==> config.mk <==
export PLATFORM = sky130hd
export DESIGN_NAME = pss_generator
export DESIGN_NICKNAME = d
export VERILOG_FILES = /design/src/rtl/pss_pkg.sv /design/src/rtl/pss_lfsr.sv /design/src/rtl/pss_generator.sv
export SDC_FILE = /design/constraint.sdc
export NUM_CORES = 1
export LEC_CHECK = 0
export CAP_MARGIN = 5
export CORE_MARGIN = 1
export CORE_UTILIZATION = 35
export DETAILED_ROUTE_END_ITERATION = 12
export HOLD_SLACK_MARGIN = 0.1
export PLACE_DENSITY = 0.63
export SLEW_MARGIN = 20
export SYNTH_ARGS = -nofsm -noshare
export SYNTH_HDL_FRONTEND = slang
export SYNTH_SLANG_ARGS = --single-unit
==> constraint.sdc <==
create_clock -name clk_i -period 1.65 [get_ports clk_i]
set_input_delay 0.495 -clock clk_i [delete_from_list [all_inputs] [get_ports clk_i]]
set_output_delay 0.495 -clock clk_i [all_outputs]
set_load 0.005 [all_outputs]
==> src/rtl/pss_pkg.sv <==
// Shared constants, FSM state type and helpers for the NR PSS generator.
package pss_pkg;

  localparam int         PSS_LEN        = 127;
  localparam logic [6:0] PSS_LFSR_INIT  = 7'b1110110;
  localparam int         PSS_SHIFT_STEP = 43;
  localparam logic [6:0] PSS_LAST_IDX   = 7'(PSS_LEN - 1);

  typedef enum logic [1:0] {
    IDLE   = 2'd0,
    SKIP   = 2'd1,
    STREAM = 2'd2
  } pss_state_e;

  // Number of LFSR pre-roll steps for a given N_id_2 (cyclic shift 43*N_id_2).
  function automatic logic [6:0] pss_skip_count(input logic [1:0] n_id_2);
    logic [6:0] cnt;
    case (n_id_2)
      2'd1:    cnt = 7'(PSS_SHIFT_STEP);
      2'd2:    cnt = 7'(2 * PSS_SHIFT_STEP);
      default: cnt = 7'd0;
    endcase
    return cnt;
  endfunction

endpackage

==> src/rtl/pss_lfsr.sv <==
// 7-bit Fibonacci LFSR for the PSS m-sequence: x(i+7) = x(i+4) ^ x(i).
// The register holds [x(i+6) .. x(i)], so the current sequence bit is bit 0.
module pss_lfsr
  import pss_pkg::*;
(
  input  logic clk_i,
  input  logic reset_i,
  input  logic load_i,
  input  logic adv_i,
  output logic x_o
);

  logic [6:0] state_q;
  logic [6:0] state_d;

  // Next state: load has priority over advance; otherwise hold.
  always_comb begin
    state_d = state_q;
    if (load_i) begin
      state_d = PSS_LFSR_INIT;
    end else if (adv_i) begin
      state_d = {state_q[4] ^ state_q[0], state_q[6:1]};
    end else begin
      state_d = state_q;
    end
  end

  // State register, reset to the sequence seed.
  always_ff @(posedge clk_i or posedge reset_i) begin
    if (reset_i) begin
      state_q <= PSS_LFSR_INIT;
    end else begin
      state_q <= state_d;
    end
  end

  assign x_o = state_q[0];

endmodule

==> src/rtl/pss_generator.sv <==
// NR PSS generator: emits the 127-sample BPSK sequence for N_id_2 as an
// AXI-stream of {im, re} samples with a backpressured output register.
// Optional macro PSS_GEN_TUSER_EN adds m_axis_out_tuser carrying sample index n.
module pss_generator
  import pss_pkg::*;
#(
  parameter int OUT_DW = 32,
  parameter int AMP    = 2**(OUT_DW/2-1)-1
) (
  input  logic              clk_i,
  input  logic              reset_i,
  input  logic [1:0]        N_id_2_i,
  input  logic              start_i,
  output logic [OUT_DW-1:0] m_axis_out_tdata,
  output logic              m_axis_out_tvalid,
  input  logic              m_axis_out_tready,
  output logic              m_axis_out_tlast,
`ifdef PSS_GEN_TUSER_EN
  output logic [6:0]        m_axis_out_tuser,
`endif
  output logic              busy_o
);

  localparam int                 HALF_DW = OUT_DW / 2;
  localparam logic [HALF_DW-1:0] RE_POS  = HALF_DW'(AMP);
  localparam logic [HALF_DW-1:0] RE_NEG  = HALF_DW'(-AMP);

  // BPSK mapping: x=0 -> +AMP, x=1 -> -AMP, imaginary part always zero.
  function automatic logic [OUT_DW-1:0] bpsk_sample(input logic x);
    return {{HALF_DW{1'b0}}, (x ? RE_NEG : RE_POS)};
  endfunction

  pss_state_e        state_q, state_d;
  logic [6:0]        skip_q, skip_d;
  logic [6:0]        n_q, n_d;
  logic [OUT_DW-1:0] tdata_q, tdata_d;
  logic              tvalid_q, tvalid_d;
  logic              tlast_q, tlast_d;
  logic              busy_q, busy_d;

  logic              lfsr_load;
  logic              lfsr_adv;
  logic              lfsr_x;
  logic              start_ok;
  logic              handshake;

  assign start_ok  = start_i && (N_id_2_i != 2'd3);
  assign handshake = tvalid_q && m_axis_out_tready;

  pss_lfsr u_lfsr (
    .clk_i   (clk_i),
    .reset_i (reset_i),
    .load_i  (lfsr_load),
    .adv_i   (lfsr_adv),
    .x_o     (lfsr_x)
  );

  // FSM next state, LFSR control and output-register updates.
  // The LFSR always points at the next sample to be loaded into the output register.
  always_comb begin
    state_d   = state_q;
    skip_d    = skip_q;
    n_d       = n_q;
    tdata_d   = tdata_q;
    tvalid_d  = tvalid_q;
    tlast_d   = tlast_q;
    busy_d    = busy_q;
    lfsr_load = 1'b0;
    lfsr_adv  = 1'b0;
    case (state_q)
      IDLE: begin
        if (start_ok) begin
          lfsr_load = 1'b1;
          busy_d    = 1'b1;
          n_d       = 7'd0;
          skip_d    = pss_skip_count(N_id_2_i);
          if (pss_skip_count(N_id_2_i) != 7'd0) begin
            state_d = SKIP;
          end else begin
            state_d = STREAM;
          end
        end else begin
          state_d = IDLE;
        end
      end
      SKIP: begin
        lfsr_adv = 1'b1;
        skip_d   = skip_q - 7'd1;
        if (skip_q == 7'd1) begin
          state_d = STREAM;
        end else begin
          state_d = SKIP;
        end
      end
      STREAM: begin
        if (!tvalid_q) begin
          // First fill of the output register with sample 0.
          tdata_d  = bpsk_sample(lfsr_x);
          tvalid_d = 1'b1;
          tlast_d  = 1'b0;
          lfsr_adv = 1'b1;
        end else if (handshake) begin
          if (n_q == PSS_LAST_IDX) begin
            tdata_d  = '0;
            tvalid_d = 1'b0;
            tlast_d  = 1'b0;
            busy_d   = 1'b0;
            n_d      = 7'd0;
            state_d  = IDLE;
          end else begin
            tdata_d  = bpsk_sample(lfsr_x);
            tlast_d  = (n_q == (PSS_LAST_IDX - 7'd1));
            n_d      = n_q + 7'd1;
            lfsr_adv = 1'b1;
          end
        end else begin
          // Stalled: hold tdata/tlast/tvalid.
          state_d = STREAM;
        end
      end
      default: begin
        state_d  = IDLE;
        tvalid_d = 1'b0;
        tlast_d  = 1'b0;
        busy_d   = 1'b0;
      end
    endcase
  end

  // Registers for FSM, counters and the AXI-stream output stage.
  always_ff @(posedge clk_i or posedge reset_i) begin
    if (reset_i) begin
      state_q  <= IDLE;
      skip_q   <= 7'd0;
      n_q      <= 7'd0;
      tdata_q  <= '0;
      tvalid_q <= 1'b0;
      tlast_q  <= 1'b0;
      busy_q   <= 1'b0;
    end else begin
      state_q  <= state_d;
      skip_q   <= skip_d;
      n_q      <= n_d;
      tdata_q  <= tdata_d;
      tvalid_q <= tvalid_d;
      tlast_q  <= tlast_d;
      busy_q   <= busy_d;
    end
  end

  assign m_axis_out_tdata  = tdata_q;
  assign m_axis_out_tvalid = tvalid_q;
  assign m_axis_out_tlast  = tlast_q;
  assign busy_o            = busy_q;

`ifdef PSS_GEN_TUSER_EN
  // The handshake counter is exactly the index of the sample currently presented.
  assign m_axis_out_tuser = n_q;
`endif

endmodule

==> run summary, run 1 <==
Worst EP arrival = 1920 ps
library cells used by synthesis = 44
Ports = 41
nets = 275
mean post-synth cell area = 9.052 µm²
count leader, synth = buf_4
routed via count = 1,557
Finished Cell Area = 2455 µm²
clk slew on worst S/H paths = 60 ps
CTS buffer count = 5
antenna violations before repair = 0
Tmin final = 1703 ps
WHS Path Cells = 2
final std cells w/o fill = 328
post-layout util = 0.4746
Hold Path Origin = m_axis_out_tdata[0]$_DFFE_PP0P_
Tcrit/Tclk final = 1.032
Peak VDD IR = 0.8056 mV
clock root buffer = clkbuf_8
ys flop type = dfrtp_1
FF-to-FF setup slack = -40 ps
outcome = finished with violations
drt wl/cell = 11.67 µm
Mapped Area = 1892 µm²
RSZ-0062 raised after global routing = true
Synth Area in Simple Gates = 0.1468
final worst-path setup slack = -53.35 ps
post-synthesis mux area share = 0.03175
CTS Buffer Depth = 2
area of the core = 5172 µm²
Gate Count Post-Synth = 209
Final Max Tran Viols = 0
Synth warnings = 0
Max Clock Freq = 587.1 MHz
Critical Path Sink Type = register
Hold Path Class = reg2reg
overall routing resource usage = 0.1541
Worst R2R Start = state_q[1]$_DFFE_PP0P_
failing checks = setup timing
Synth Area in Compound Gates = 0.1918
final setup violation count = 4
global route overflow = 0
FILL cells = 515
final clock skew = 4.248 ps
Pre-antenna DRT Iters = 4
Detailed Route Iter0 Violations = 60
die height = 75.52 µm
crit path kind = in2reg
largest net degree at the start of global routing = 30
Synth Area in Adders = 0.07937
DRC = 0
sequential element share of the synthesized area = 0.3869
RR Endpoint = n_q[5]$_DFFE_PP0P_
Synth top area share = 0.3175
number of global-route vias before repair = 1,398
#FFs+latches synth = 29
Placed Cells = 312
Die W = 75.52 µm
largest family of logic cells by synthesized area = compound AO/OA/AOI/OAI gates
Critical Path RT = 1870 ps
number of synthesized flops with an enable pin = 0
die area = 5703 µm²
top post-synthesis cells by area = dfrtp_1 (32%), buf_4 (12%), ha_1 (7.9%)
PwrDens = 1615 nW/µm²
Starting Density = 0.3657
Setup crit start kind = primary input
row cnt = 26
max cap viols = 0
multi-input logic area = 1005 µm²
Synth area leader = dfrtp_1
Hold EP = m_axis_out_tdata[0]$_DFFE_PP0P_
share of cells above drive strength 1 = 0.2558
most frequent cells after synthesis = buf_4 (29), dfrtp_1 (24), o21ai_0 (17), nor2_1 (16)
n_diodes = 0
# H-tree levels = 2
GP Congestion = 0.7961
Async S/R FF share, synth = 1.000
vias per inst = 4.747
number of routed nets with antenna violations = 0
Sink Count = 29
port bufs = 24
Crit Path Max Fanout = 5
register area = 734.5 µm²
clock latency on the worst-skew pair = 290 ps
reg2reg path depth = 7
final wirelength = 3.829 mm
XOR/XNOR Fraction of Synth Area = 0.01389
Area growth syn-to-layout = 29.76%
Placed Area = 2261 µm²
HPWL after DPL = 2.682 mm
CTS tree = built
Fin. Hold Viols = 0
first-pass GRT wire length = 6.361 mm
P_leak = 1.157 nW
==> kinds of logic (layout without fill, tap and decap cells) <==
family,after synthesis,after routing
AO/OA/AOI/OAI,57,57
XOR/XNOR,3,3
adder cells (fa/ha/maj),12,12
buffers and inverters,45,79
flip-flops,29,29
multiplexers,6,6
other,1,16
AND/OR/NAND/NOR,56,56
==> area by class of cell <==
cell class / count / share of cell area
multi-input combinational: 150 / 0.4093
timing repair buffer: 58 / 0.2034
tap: 70 / 0.03568
sequential: 29 / 0.2992
clock buffer: 8 / 0.03262
inverter: 13 / 0.01988
==> cells in the final DEF (no fill, tap or decap), types with 2 or more instances in the layout <==
cell and n:
a21oi_1 12, a22o_1 3, a31oi_1 5, and2b_2 2, buf_4 31, buf_6 2, clkbuf_1 3, clkbuf_8 5
clkdlybuf4s50_1 2, conb_1 16, dfrtp_1 22, dfrtp_2 2, dfstp_2 5, dlygate4sd2_1 19, dlymetal6s2s_1 3, ha_1 9
ha_4 2, inv_1 11, inv_2 2, mux2i_1 6, nand2_1 12, nand2b_1 2, nand3_1 7, nor2_1 15
nor2b_1 3, nor3_1 2, o211ai_1 2, o21a_1 2, o21ai_0 11, o21ai_1 6, o2bb2ai_1 2, or2_2 2
or3_1 3, xor2_1 3
==> routing by layer <==
layer  global-route usage  up-vias  share of wire
met5                    0        -              0
met4              0.07202        0          0.015
met3              0.05688        7          0.063
met2               0.2331       51           0.44
met1               0.1959      716           0.48
li1                     -      783              -
==> state kept, by name, summed over array words and instances (netlist names) <==
signal and flops:
m_axis_out_tlast 1, m_axis_out_tdata 3, state_q 2, skip_q 7, busy_o 1, m_axis_out_tvalid 1
u_lfsr.state_q 7, n_q 7
==> how the worst max path moves through the flow <==
stage,from,endpoint
2_1_floorplan,N_id_2_i[0],n_q[6]$_DFFE_PP0P_
3_3_place_gp,N_id_2_i[0],n_q[4]$_DFFE_PP0P_
3_5_place_dp,N_id_2_i[0],n_q[6]$_DFFE_PP0P_
4_1_cts,state_q[0]$_DFFE_PP0P_,n_q[6]$_DFFE_PP0P_
5_1_grt,state_q[1]$_DFFE_PP0P_,n_q[2]$_DFFE_PP0P_
6_report,start_i,n_q[5]$_DFFE_PP0P_
==> report_power, final <==
group / internal (mW) / leakage, nW / switching (mW)
Sequential: 0.994 / 0.357 / 0.167
Clock: 0.299 / 0.0395 / 0.275
Combinational: 1.14 / 0.760 / 1.09
==> metrics by stage <==
| stage | TNS, ps | setup WS (ps) | power, mW | hold WS, ps |
|---|---|---|---|---|
| final | -101.7 | -53.35 | 3.964 | 465.2 |
| after global routing | -384.9 | -94.67 | 4.334 | 517.5 |
| after CTS | -20.13 | -20.13 | 3.841 | 482.8 |
| after detailed placement | -8927 | -505.6 | 3.262 | 472.5 |
| after global placement | -8456 | -486.8 | 3.226 | 458.9 |
| after floorplan | 0 | 3.618 | 2.533 | 466.7 |
==> worst max-delay path, cell delays in order <==
cell and delay [ps]:
clkdlybuf4s50_1 490, and3b_2 230, buf_6 100, o21ai_4 60
or4_4 420, a21oi_2 130
==> repair_timing <==
item                       CTS  global route
buffers inserted             4             4
hold buffers                 0             0
gates resized for setup     29            21
setup endpoints to repair   35            20
pin swaps                    5             7
No activity file was read; power rests on OpenSTA's default activity.
==> inputs of run 2 (changes only) <==
Settings changed: TNS_END_PERCENT from default to 30.
==> run summary, run 2 (same netlist as run 1, synthesis figures left out) <==
Finished Cell Area = 2424 µm²
Crit Path Max Fanout = 5
Hold Path Class = reg2reg
total power = 3.893 mW
outcome = finished with violations
routed via count = 1,550
GP Congestion = 0.7961
n_diodes = 0
total net switching power = 1.506 mW
Largest stage delay, worst path = 400 ps
area of the core = 5172 µm²
Detailed Route Iter0 Violations = 78
Placed Cells = 312
final wirelength = 3.766 mm
CTS Buffer Depth = 2
P_leak = 1.150 nW
row cnt = 26
Tmin final = 1688 ps
RSZ-0062 raised after global routing = true
antenna violations before repair = 0
first-pass GRT wire length = 6.182 mm
nets = 273
Critical Path Sink Type = register
most common cell after layout, fill and taps aside = buf_4
Fin. Hold Viols = 0
Starting Density = 0.3657
number of routed nets with antenna violations = 0
max cap viols = 0
global route overflow = 0
Setup crit start kind = register
commonest cells after routing, fill and taps aside = buf_4 (31), dfrtp_1 (22), dlygate4sd2_1 (18), conb_1 (16), nor2_1 (15)
number of global-route vias before repair = 1,377
HPWL after DPL = 2.682 mm
clock network fraction of total power = 0.148
Critical Path Slowest Stage Cell = dfrtp_1
# H-tree levels = 2
hold_buf cts = 0
final std cells w/o fill = 326
share of cells above drive strength 1 = 0.2344
Area growth syn-to-layout = 28.11%
Tcrit/Tclk final = 1.023
die height = 75.52 µm
PwrDens = 1606 nW/µm²
CTS tree = built
FILL cells = 511
port bufs = 24
clock root buffer = clkbuf_8
die area = 5703 µm²
Placed Area = 2261 µm²
clk slew on worst S/H paths = 70 ps
Pre-antenna DRT Iters = 4
Max Clock Freq = 592.4 MHz
final clock skew = 5.919 ps
sequential share of power = 0.303
Ports = 41
crit path kind = reg2reg
Critical Path RT = 1820 ps
Sink Count = 29
Die W = 75.52 µm
final setup violation count = 4
clock latency on the worst-skew pair = 290 ps
overall routing resource usage = 0.1496
DRC = 0
CTS buffer count = 5
failing checks = setup timing
Net Sw Frac = 0.3868
biggest regs = n_q x7, skip_q x7, u_lfsr.state_q x7
Peak VDD IR = 0.8171 mV
Int Pwr = 2.387 mW
vias per inst = 4.755
worst-path cell chain = buf_4, ha_4, and2b_2, o211ai_1, xor2_1, nor2_1
Final Max Tran Viols = 0
Worst EP arrival = 1860 ps
drt wl/cell = 11.55 µm
final worst-path setup slack = -37.99 ps
largest net degree at the start of global routing = 30
Logic pwr share = 0.549
==> run 2: cell count changes in the layout (fill, tap and decap cells not counted), sizes merged <==
cell          previous run  this run
dlymetal6s2s             3         4
dlygate4sd2             19        18
buf                     34        32
==> run 2: power groups by stage <==
| stage | clock network (mW) | registers, mW | logic [mW] |
|---|---|---|---|
| 5_1_grt | 0.619 | 1.22 | 2.41 |
| 2_1_floorplan | 0 | 1.19 | 1.34 |
| 3_3_place_gp | 0 | 1.21 | 2.01 |
| 4_1_cts | 0.584 | 1.18 | 2.00 |
| 6_report | 0.576 | 1.18 | 2.14 |
| 3_5_place_dp | 0 | 1.22 | 2.04 |
==> run 2: final timing paths <==
check | from | to | slack, ps | depth (start not counted)
max | state_q[1]$_DFFE_PP0P_ | n_q[2]$_DFFE_PP0P_ | -40 | 6
min reg2reg | m_axis_out_tdata[0]$_DFFE_PP0P_ | m_axis_out_tdata[0]$_DFFE_PP0P_ | 470 | 2
min | m_axis_out_tdata[0]$_DFFE_PP0P_ | m_axis_out_tdata[0]$_DFFE_PP0P_ | 470 | 2
max reg2reg | state_q[1]$_DFFE_PP0P_ | n_q[2]$_DFFE_PP0P_ | -40 | 6
min in group asynchronous | reset_i | m_axis_out_tdata[0]$_DFFE_PP0P_ | 540 | 3
max in group asynchronous | reset_i | u_lfsr.state_q[5]$_DFFE_PP1P_ | 870 | 3
==> run 2: worst max-delay path, delay by kind of cell, from the launching register on <==
family / cells / cell delay [ps]
buf+inv: 1 / 150
fa+ha+maj: 1 / 170
xor+xnor: 1 / 210
compound gates: 1 / 360
flops: 1 / 400
simple gates: 2 / 280
==> run 2: repair_timing <==
| action | in CTS | in global routing |
|---|---|---|
| setup endpoints to repair | 35 | 21 |
| setup buffers | 2 | 4 |
| resized for setup | 25 | 17 |
| cloned | 0 | 0 |
| pin swaps | 4 | 8 |
==> run 2: layout make-up <==
cell class	instances	area, µm²	share of cell area
clock buffer	8	80.08	0.03304
inverter	13	48.80	0.02013
multi-input combinational	150	992.2	0.4094
sequential	29	734.5	0.3030
tap	70	87.58	0.03614
timing repair buffer	56	480.5	0.1982
==> run 2: per-stage QoR <==
stage / util / hold WS, ps / setup TNS [ps] / worst slack (ps)
after CTS: 0.4533 / 482.8 / -178.0 / -62.86
after floorplan: - / 466.7 / 0 / 3.618
after global routing: 0.4686 / 502.0 / -511.4 / -109.3
final: 0.4686 / 465.9 / -82.07 / -37.99
after global placement: 0.4371 / 458.9 / -8456 / -486.8
after detailed placement: 0.4371 / 472.5 / -8927 / -505.6
==> run 2: metal layers <==
metal  share of wire  track usage  vias up
met5               0            0        -
met4           0.015      0.07202        0
met3           0.054      0.05688        7
met2            0.45       0.2232       43
met1            0.48       0.1909      724
li1                -            -      776
==> inputs of run 3 (changes only) <==
Settings changed: CORE_MARGIN 1 to 2, SLEW_MARGIN 20 to 25.
==> run summary, run 3 (same netlist as run 1, synthesis figures left out) <==
Net Sw Frac = 0.3811
Max Clock Freq = 586.3 MHz
DRC = 0
RSZ-0062 raised after global routing = true
Crit Path Max Fanout = 5
register area = 734.5 µm²
FF-to-FF setup slack = -60 ps
# H-tree levels = 2
die height = 77.52 µm
GP Congestion = 0.7482
biggest regs = n_q x7, skip_q x7, u_lfsr.state_q x7
CP bufs+invs = 2
clk slew on worst S/H paths = 70 ps
nets = 276
total net switching power = 1.483 mW
Min Hold Slack = 471.3 ps
Hold Path Origin = m_axis_out_tdata[0]$_DFFE_PP0P_
most common cell after layout, fill and taps aside = buf_4
final clock skew = 5.149 ps
Worst R2R Start = state_q[1]$_DFFE_PP0P_
n_diodes = 0
Int Pwr = 2.409 mW
port bufs = 24
area of the core = 5172 µm²
Peak VDD IR = 0.7568 mV
final worst-path setup slack = -55.68 ps
worst-path cell chain = inv_2, ha_4, and2b_2, buf_12, o21ai_4, and2b_2, a21oi_1
Area growth syn-to-layout = 29.17%
Logic pwr share = 0.553
Fin. Hold Viols = 0
overall routing resource usage = 0.1407
clock network fraction of total power = 0.144
drt wl/cell = 11.53 µm
Detailed Route Iter0 Violations = 37
Final Max Tran Viols = 0
CTS tree = built
Sink Count = 29
CP delay by family, top = simple AND/OR/NAND/NOR gates
first-pass GRT wire length = 6.755 mm
outcome = finished with violations
crit path kind = reg2reg
number of routed nets with antenna violations = 0
row cnt = 26
Critical Path Slowest Stage Cell = dfrtp_1
max cap viols = 0
failing checks = setup timing
Ports = 41
cell mode on critical path = and2b_2
number of global-route vias before repair = 1,502
share of cells above drive strength 1 = 0.2471
post-layout util = 0.4724
global route overflow = 0
Hold Path Class = reg2reg
largest net degree at the start of global routing = 30
Worst EP arrival = 1910 ps
sequential share of power = 0.303
routed via count = 1,582
FILL cells = 507
Critical path origin = state_q[1]$_DFFE_PP0P_
clock root buffer = clkbuf_8
Pre-antenna DRT Iters = 4
Tmin final = 1706 ps
Largest stage delay, worst path = 410 ps
Setup crit start kind = register
CTS Buffer Depth = 2
multi-input logic area = 977.2 µm²
final wirelength = 3.792 mm
Die W = 77.52 µm
clock latency on the worst-skew pair = 280 ps
hold_buf cts = 0
vias per inst = 4.809
HPWL after DPL = 2.787 mm
Critical Path Sink Type = register
antenna violations before repair = 0
Final TNS setup = -210.2 ps
Starting Density = 0.3657
CTS buffer count = 5
final setup violation count = 5
commonest cells after routing, fill and taps aside = buf_4 (33), dfrtp_1 (22), dlygate4sd2_1 (18), nor2_1 (16), conb_1 (16)
PwrDens = 1593 nW/µm²
Critical Path RT = 1850 ps
total power = 3.892 mW
die area = 6009 µm²
Tcrit/Tclk final = 1.034
P_leak = 1.155 nW
[run 3: per-layer routing]
| layer | routed length, µm | global-route usage |
|---|---|---|
| met5 | 0 | 0 |
| met1 | 1809 | 0.1884 |
| met4 | 54 | 0.05536 |
| met2 | 1741 | 0.2200 |
| met3 | 186 | 0.03256 |
[run 3: area by class of cell]
| cell class | instances | area share |
|---|---|---|
| Tap cell | 70 | 0.03584 |
| Multi-Input combinational cell | 150 | 0.3999 |
| Timing Repair Buffer | 59 | 0.2099 |
| Inverter | 13 | 0.01997 |
| Sequential cell | 29 | 0.3006 |
| Clock inverter | 2 | 0.004096 |
| Clock buffer | 6 | 0.02970 |
[run 3: metrics by stage]
stage	setup slack (ps)	std cells	area, µm²
2_1_floorplan	3.618	224	1956
3_3_place_gp	-486.1	314	2276
3_5_place_dp	-551.7	314	2276
4_1_cts	-124.1	325	2370
5_1_grt	-156.5	329	2444
6_report	-55.68	329	2444
[run 3: repair_timing]
action	4_1_cts	5_1_grt
endpoints found under the hold margin	0	0
resized for setup	25	13
pin swaps	4	4
setup buffers	3	4
cloned	0	0
endpoints found under the setup margin	35	22
[run 3: path summary, 6_finish.rpt]
check,end,depth (start not counted)
max in group asynchronous,u_lfsr.state_q[5]$_DFFE_PP1P_,3
hold reg to reg,m_axis_out_tdata[0]$_DFFE_PP0P_,2
setup / recovery,n_q[4]$_DFFE_PP0P_,7
hold / removal,m_axis_out_tdata[0]$_DFFE_PP0P_,2
min in group asynchronous,m_axis_out_tvalid$_DFFE_PP0P_,3
setup reg to reg,n_q[4]$_DFFE_PP0P_,7
[run 3: power groups by stage]
stage	Combinational, mW	Clock (mW)	Sequential, mW
2_1_floorplan	1.34	0	1.19
3_3_place_gp	2.04	0	1.21
3_5_place_dp	2.07	0	1.22
4_1_cts	2.04	0.583	1.18
5_1_grt	2.41	0.615	1.22
6_report	2.15	0.562	1.18
[run 3: worst reg2reg max path, cell delays in order (launching register included)]
cell and delay, ps:
dfrtp_1 410, inv_2 90, ha_4 160, and2b_2 260
buf_12 130, o21ai_4 180, and2b_2 280, a21oi_1 120
